===== config.mk =====
export PLATFORM = sky130hd
export DESIGN_NAME = dyt_mem_ctrl
export DESIGN_NICKNAME = d
export VERILOG_FILES = /design/src/rtl/dyt_mem_ctrl.sv
export SDC_FILE = /design/constraint.sdc
export NUM_CORES = 1
export LEC_CHECK = 0
export CAP_MARGIN = 20
export CORE_MARGIN = 2
export CORE_UTILIZATION = 28
export CTS_CLUSTER_SIZE = 16
export DETAILED_ROUTE_END_ITERATION = 8
export PLACE_DENSITY = 0.7
export SYNTH_ARGS = -nofsm -noshare
export SYNTH_HDL_FRONTEND = slang
export SYNTH_SLANG_ARGS = --single-unit
export TNS_END_PERCENT = 50

===== constraint.sdc =====
create_clock -name clk -period 3 [get_ports clk]
set_input_delay 0.6 -clock clk [delete_from_list [all_inputs] [get_ports clk]]
set_output_delay 0.6 -clock clk [all_outputs]
set_load 0.01 [all_outputs]

===== src/rtl/dyt_mem_ctrl.sv =====
// Memory access controller in front of a word SRAM that writes every edge:
// IF/LS arbitration, store RMW merging, load alignment and one-cycle responses.
module dyt_mem_ctrl #(
    parameter int MEM_BYTES = 4096,
    parameter int WORD_W    = 32
) (
    input  logic              rst,
    input  logic              clk,
    input  logic              if_req_valid,
    input  logic [WORD_W-1:0] if_req_addr,
    output logic              if_req_ready,
    output logic              if_rsp_valid,
    output logic [WORD_W-1:0] if_rsp_data,
    output logic              if_rsp_err,
    input  logic              ls_req_valid,
    input  logic              ls_req_we,
    input  logic [1:0]        ls_req_size,
    input  logic              ls_req_unsigned,
    input  logic [WORD_W-1:0] ls_req_addr,
    input  logic [WORD_W-1:0] ls_req_wdata,
    output logic              ls_req_ready,
    output logic              ls_rsp_valid,
    output logic [WORD_W-1:0] ls_rsp_data,
    output logic              ls_rsp_err,
    output logic [WORD_W-1:0] sram_r_addr,
    input  logic [WORD_W-1:0] sram_r_data,
    output logic [WORD_W-1:0] sram_w_addr,
    output logic [WORD_W-1:0] sram_w_data
);
    localparam int AW = $clog2(MEM_BYTES / 4);
    localparam logic [WORD_W-1:0] MEM_LIMIT = WORD_W'(MEM_BYTES);

    // Handshake: a request transfers in the cycle its valid and ready are both
    // high; ready is the grant. Responses pulse for exactly the next cycle.
    logic              last_grant;
    logic              grant_if, grant_ls;
    logic              if_err, ls_err;
    logic [AW-1:0]     word_idx;
    logic [WORD_W-1:0] merged;

    logic              if_rsp_valid_q, if_rsp_err_q;
    logic [WORD_W-1:0] if_rsp_word_q;
    logic              ls_rsp_valid_q, ls_rsp_err_q, ls_load_q, ls_uns_q;
    logic [WORD_W-1:0] ls_word_q;
    logic [1:0]        ls_lane_q, ls_size_q;
    logic [7:0]        ls_byte;
    logic [15:0]       ls_half;
    logic [WORD_W-1:0] ls_ext;

    // The port that did not win the last grant wins a contention.
    always_comb begin
        grant_ls = rst && ls_req_valid && (!if_req_valid || !last_grant);
        grant_if = rst && if_req_valid && !grant_ls;
    end

    always_comb begin
        case (ls_req_size)
            2'b00:   ls_err = 1'b0;
            2'b01:   ls_err = ls_req_addr[0];
            2'b10:   ls_err = |ls_req_addr[1:0];
            default: ls_err = 1'b1;
        endcase
        if (ls_req_addr >= MEM_LIMIT) ls_err = 1'b1;
        if_err = (|if_req_addr[1:0]) || (if_req_addr >= MEM_LIMIT);
    end

    always_comb begin
        word_idx = '0;
        if (grant_ls)      word_idx = ls_req_addr[AW+1:2];
        else if (grant_if) word_idx = if_req_addr[AW+1:2];
    end

    assign sram_r_addr = {{(WORD_W-AW){1'b0}}, word_idx};
    assign sram_w_addr = sram_r_addr;

    always_comb begin
        merged = sram_r_data;
        case (ls_req_size)
            2'b00:   merged[{ls_req_addr[1:0], 3'b000} +: 8] = ls_req_wdata[7:0];
            2'b01:   merged[{ls_req_addr[1], 4'b0000} +: 16] = ls_req_wdata[15:0];
            default: merged = ls_req_wdata;
        endcase
    end

    // Erroring stores fall back to a refresh, so out-of-range addresses never alias.
    assign sram_w_data = (grant_ls && ls_req_we && !ls_err) ? merged : sram_r_data;

    always_ff @(posedge clk or negedge rst) begin
        if (!rst) begin
            last_grant     <= 1'b0;
            if_rsp_valid_q <= 1'b0;
            if_rsp_err_q   <= 1'b0;
            if_rsp_word_q  <= '0;
            ls_rsp_valid_q <= 1'b0;
            ls_rsp_err_q   <= 1'b0;
            ls_load_q      <= 1'b0;
            ls_word_q      <= '0;
            ls_lane_q      <= 2'b00;
            ls_size_q      <= 2'b00;
            ls_uns_q       <= 1'b0;
        end else begin
            if_rsp_valid_q <= grant_if;
            if_rsp_err_q   <= grant_if && if_err;
            if_rsp_word_q  <= (grant_if && !if_err) ? sram_r_data : '0;
            ls_rsp_valid_q <= grant_ls;
            ls_rsp_err_q   <= grant_ls && ls_err;
            ls_load_q      <= grant_ls && !ls_req_we && !ls_err;
            if (grant_ls) begin
                ls_word_q <= sram_r_data;
                ls_lane_q <= ls_req_addr[1:0];
                ls_size_q <= ls_req_size;
                ls_uns_q  <= ls_req_unsigned;
            end
            if (grant_if || grant_ls) last_grant <= grant_ls;
        end
    end

    always_comb begin
        ls_byte = ls_word_q[{ls_lane_q, 3'b000} +: 8];
        ls_half = ls_word_q[{ls_lane_q[1], 4'b0000} +: 16];
        case (ls_size_q)
            2'b00:   ls_ext = ls_uns_q ? {{(WORD_W-8){1'b0}}, ls_byte}
                                       : {{(WORD_W-8){ls_byte[7]}}, ls_byte};
            2'b01:   ls_ext = ls_uns_q ? {{(WORD_W-16){1'b0}}, ls_half}
                                       : {{(WORD_W-16){ls_half[15]}}, ls_half};
            default: ls_ext = ls_word_q;
        endcase
    end

    assign if_req_ready = grant_if;
    assign ls_req_ready = grant_ls;
    assign if_rsp_valid = if_rsp_valid_q;
    assign if_rsp_err   = if_rsp_err_q;
    assign if_rsp_data  = if_rsp_word_q;
    assign ls_rsp_valid = ls_rsp_valid_q;
    assign ls_rsp_err   = ls_rsp_err_q;
    assign ls_rsp_data  = ls_load_q ? ls_ext : '0;
endmodule


# Yosys cells after proc, flatten, opt, wreduce, memory -nomap -nowiden
# Index checks and enable logic that the tools add are counted.
[totals]
register_bits = 75
latchBits = 0
ramBits = 0
rom_bits = 0
inputBits = 136
output_inout_bits = 166
word_cells = 61
n_memories = 0
[op_classes]
addsub = 2
multipliers = 0
div = 0
n_lt_le_gt_ge = 2
n_eq_ne = 3
shifts = 6
mux = 13
bitwise_logic = 0
n_reduce_logical = 24
[ops]
columns = ["operator", "count"]
rows = [
  ["32-bit 2-to-1 mux", 5],
  ["32-bit one-hot mux with 2 select lines", 2],
  ["32-bit bitwise mux", 2],
  ["32-bit by 13-bit >= comparator with 1-bit output (second input constant)", 2],
  ["16-bit by 7-bit variable shift with 32-bit output (first input constant)", 1],
  ["8-bit by 7-bit variable shift with 32-bit output (first input constant)", 1],
  ["16-bit by 7-bit variable part select with 32-bit output", 1],
  ["32-bit by 6-bit variable part select with 16-bit output", 1],
  ["32-bit by 6-bit variable part select with 8-bit output", 1],
  ["8-bit by 7-bit variable part select with 32-bit output", 1],
  ["10-bit 2-to-1 mux", 2],
  ["5-bit negation with 7-bit output", 2],
  ["1-bit logical AND", 11],
  ["1-bit logical NOT", 6],
  ["2-bit by 1-bit equality test with 1-bit output (second input constant)", 2],
  ["2-bit logical NOT", 2],
  ["2-bit OR reduction", 2],
  ["1-bit logical OR", 3],
  ["1-bit one-hot mux with 3 select lines", 1],
  ["2-bit equality test (second input constant)", 1],
  ["1-bit 2-to-1 mux", 1],
]

# Longest topological paths before layout
[depth]
depth_word = 7
ltp_mapped = 10
ltp_nobuf = 6

# Worst setup path before layout
# OpenSTA, ideal clock, no wires.
[synth_path]
path_type = "input to output"
start = "input ls_req_addr[1]"
end = "output sram_w_data[13]"
arrival_ns = 2.454
required_time_ns = 2.400
path_slack_ns = -0.054
stages = 9
n_path_buf = 3
cell_sequence = "buf_2 > buf_1 > inv_1 > ha_1 > nor2b_1 > o211a_2 > nand3_4 > buf_6 > mux2_4"
[synth_between]
elab_chain_cells = 6
word_cells_on_any_way = 16
classes_between = "2 x add/sub; 1 x order compare; 4 x shift; 6 x mux; 3 x reduce/logical"
[synth_rtl]
columns = ["item", "line", "text"]
rows = [
  ["start, declared", "19", "input logic [WORD_W-1:0] ls_req_addr,"],
  ["parallel branches: the longest is 5 deep, another holds 5-bit negation with 7-bit output", "n/a", ""],
  ["32-bit 2-to-1 mux *", "86", "assign sram_w_data = (grant_ls && ls_req_we && !ls_err) ? merged : sram_r_data;"],
  ["end, declared", "28", "output logic [WORD_W-1:0] sram_w_data"],
]
# Every way passes the cells marked *.

# Final worst setup path
[layout_path]
start = "input ls_req_valid"
end = "output sram_w_data[5]"
[layout_between]
elab_chain_cells = 5
[layout_rtl]
columns = ["item", "line", "text"]
rows = [
  ["start, declared", "15", "input logic ls_req_valid,"],
  ["1-bit logical AND (2 in a row)", "52", "grant_ls = rst && ls_req_valid && (!if_req_valid || !last_grant);"],
  ["1-bit logical AND (2 in a row)", "86", ""],
  ["32-bit 2-to-1 mux", "86", ""],
]
# No other way between the ends.

==> metrics.md <==
| Metric | Value |
|---|---|
| Number of nets in the layout | between 1000 and 1500 |
| Port buffer count | ~260 |
| Setup CP Type | in2out |
| DRC | 0 |
| Post-synth top area share | 37.0% |
| CTS H-tree lvls | 3 |
| Largest net degree at the start of global routing | 62 |
| WP data arrival | 2.35 ns |
| Worst setup margin | 0.0535 ns |
| Initial antenna violation count | 1 |
| Hold Buf Count CTS | 0 |
| Clk_lat worst skew | 0.33 ns |
| Power Density | 375 mW/mm2 |
| Min Clock Period, post-route | 2.95 ns |
| Drt total wl | 22800 um |
| Sequential area share after synthesis | a little under two fifths |
| Synth Area per Inst | slightly above 9 um2 |
| Synth area leaders | dfrtp_1, nand2_1, buf_4 |
| Starting density of the core | between 20 and 30% |
| Power Total | 3.31 mW |
| First-pass GRT wire length | ~34000 um |
| Max Cap Violations | 0 |
| Placer Congestion | 0.901 |
| HP Class | in2async |
| Clock transition at path regs | around 0.060 ns |
| Layout cells sized above 1 | about 26% |
| Clock Skew | about 0.009 ns |
| Yosys reg bits | 75 |
| CTS Buf Count | 9 |
| GRT Residual Overflow | 0 |
| Tcrit/Tclk final | between 90% and 100% |
| M1 WL | approximately 9400 um |
| Final Slew Violations | 0 |
| Drt first pass iters | 9 |
| Top FF cell, synth | dfrtp_1 |
| Core area | 0.0179 mm2 |
| Final setup violation count | 0 |
| Post-synth EDFFs | 0 |
| Worst flop-to-flop path endpoint | ls_load_q$_DFF_PN0_ |
| Io pins | 302 |
| Die width | between 100 and 150 um |
| Commonest non-fill, non-tap cell in the layout | clkdlybuf4s50_1 |
| DPL Wire Length | around 18000 um |
| Met3 Routed Length | around 1600 um |
| # diodes | 0 |
| Ys async rst share | 100% |
| Synthesis-to-layout area growth | 74.2% |
| # rows | 49 |
| Worst EP required | ~2.4 ns |
| Slew @ Worst Pin | ~0.8 ns |
| Via count | 5553 |
| Startpoint class of the critical path | input pin |
| Hold Vio Cnt, Final | 0 |
| Synth area leader | dfrtp_1 |
| Slew HR | between 40% and 50% |
| Clock Sinks | 75 |
| Fin util | around half |
| Synth warn | 0 |
| Cell leakage power | between 4 and 5 nW |
| GRT Total Usage | between 20% and 30% |
| Reg2Reg Setup Slack | roughly 1.4 ns |
| Number of nets with antenna violations after routing | 0 |
| F_max | ~0.34 GHz |
| Met2 WL post-DR | around 11000 um |
| RSZ-0062 raised after global routing | yes |
| Vias in the first global route | ~5400 |
| Crit path max fanout | 8 |
| Initial DRC count | 705 |
| WL/cell | a little over 20 um |
| Post-Syn Instances | 558 |
| CTS tree | done |
| Netlist Area Pre-Place | 0.00508 mm2 |
| Highest routed layer | met4 |
| Maximum VDD drop | 278 uV |
| FF-to-FF Start | last_grant$_DFFE_PN0P_ |
| Status | finished clean |
| Distinct cells, synth | 47 |
| Most frequent cells in the layout | clkdlybuf4s50_1, nand2_1, buf_4, dfrtp_1, conb_1 |
| Root buf cell | clkbuf_16 |
| Die area | between 0.015 and 0.02 mm2 |
| Vias/cell | around 5.0 |
| WHS | ~0.28 ns |
| R2R cell count | 4 |
| Chip height | around 140 um |
| Place WS | -0.692 ns |
| CTS Buffer Depth | 2 |
| CP endpoint kind | output pin |
cell usage after synthesis, types with 3 or more instances:
master and count:
inv_1 7, o2bb2ai_1 16, a21oi_1 17, nor2b_1 20, mux2_4 3, buf_4 56
buf_2 8, and2_1 34, buf_1 4, nor4_1 6, mux2_2 30, nand2_1 120
o21ai_0 20, a21o_1 17, a22o_1 18, o211ai_1 9, a222oi_1 23, ha_1 5
nor4_2 5, dfrtp_1 75, nand4_1 10, clkbuf_1 20, nor2_1 5
routing by layer:
metal | track usage (%) | vias up
li1 | - | 2567
met1 | 29.2 | 2677
met2 | 38.2 | 279
met3 | 4.45 | 30
met4 | 7.55 | 0
met5 | 0 | -
area by class of cell:
class / count / area, um2
multi-input combinational: 430 / 2970
clock buffer: 9 / 225
sequential: 75 / 1880
fill: 1691 / 9060
timing repair buffer: 361 / 3350
inverter: 7 / 28.8
tap: 229 / 287
clock inverter: 7 / 100
metrics by stage:
stage                     setup TNS [ns]  instances  area (um2)
final                                  0       1118        8840
after global routing             -0.0287       1118        8840
after floorplan                        0        601        5240
after detailed placement          -20.69       1081        8220
after global placement            -19.61       1081        8220
after CTS                       -0.00442       1111        8720
worst max-delay path, cell delays in order:
cell and delay [ns]:
clkdlybuf4s50_1 0.48, and2_1 0.15, and3_4 0.23, buf_4 0.14, nand4_4 0.18, buf_4 0.19
a22o_1 0.22, buf_2 0.14
how the worst max path moves through the flow:
stage	startpoint	end	slack, ns
after floorplan	ls_req_addr[1]	sram_w_data[21]	0.07
after global placement	ls_req_addr[1]	sram_w_data[26]	-0.65
after detailed placement	ls_req_addr[1]	sram_w_data[26]	-0.69
after CTS	ls_req_valid	sram_w_addr[0]	-0.002
after global routing	ls_req_addr[17]	sram_w_data[5]	-0.01
final	ls_req_valid	sram_w_data[5]	0.05
report_power, final:
group	switching [mW]	total (mW)	internal (mW)
combinational	0.460	0.937	0.477
sequential	0.0947	1.20	1.11
clock	0.443	1.18	0.734
flip-flops by register name, indices dropped and copies added (netlist names):
| signal | cells |
|---|---|
| last_grant | 1 |
| ls_uns_q | 1 |
| if_rsp_data | 32 |
| ls_size_q | 2 |
| ls_lane_q | 2 |
| ls_load_q | 1 |
| ls_word_q | 32 |
| ls_rsp_valid | 1 |
| if_rsp_err | 1 |
| if_rsp_valid | 1 |
| ls_rsp_err | 1 |
logic make-up (layout without fill, tap and decap cells):
family	after synthesis	count (layout)	synth area share, %
AND/OR/NAND/NOR	217	218	22.4
AO/OA/AOI/OAI	129	129	19.5
buffers and inverters	97	384	11.8
flip-flops	75	75	37.0
multiplexers	34	34	7.99
adder cells (fa/ha/maj)	5	5	1.23
other	1	44	0.0739
repair_timing:
action                                  4_1_cts  5_1_grt
cloned                                        1        0
setup buffers                                13        7
gates resized for setup                     155       65
endpoints found under the setup margin       45       76
pin swaps                                    27       14
Note: power is estimated with default switching activity, not from simulation.
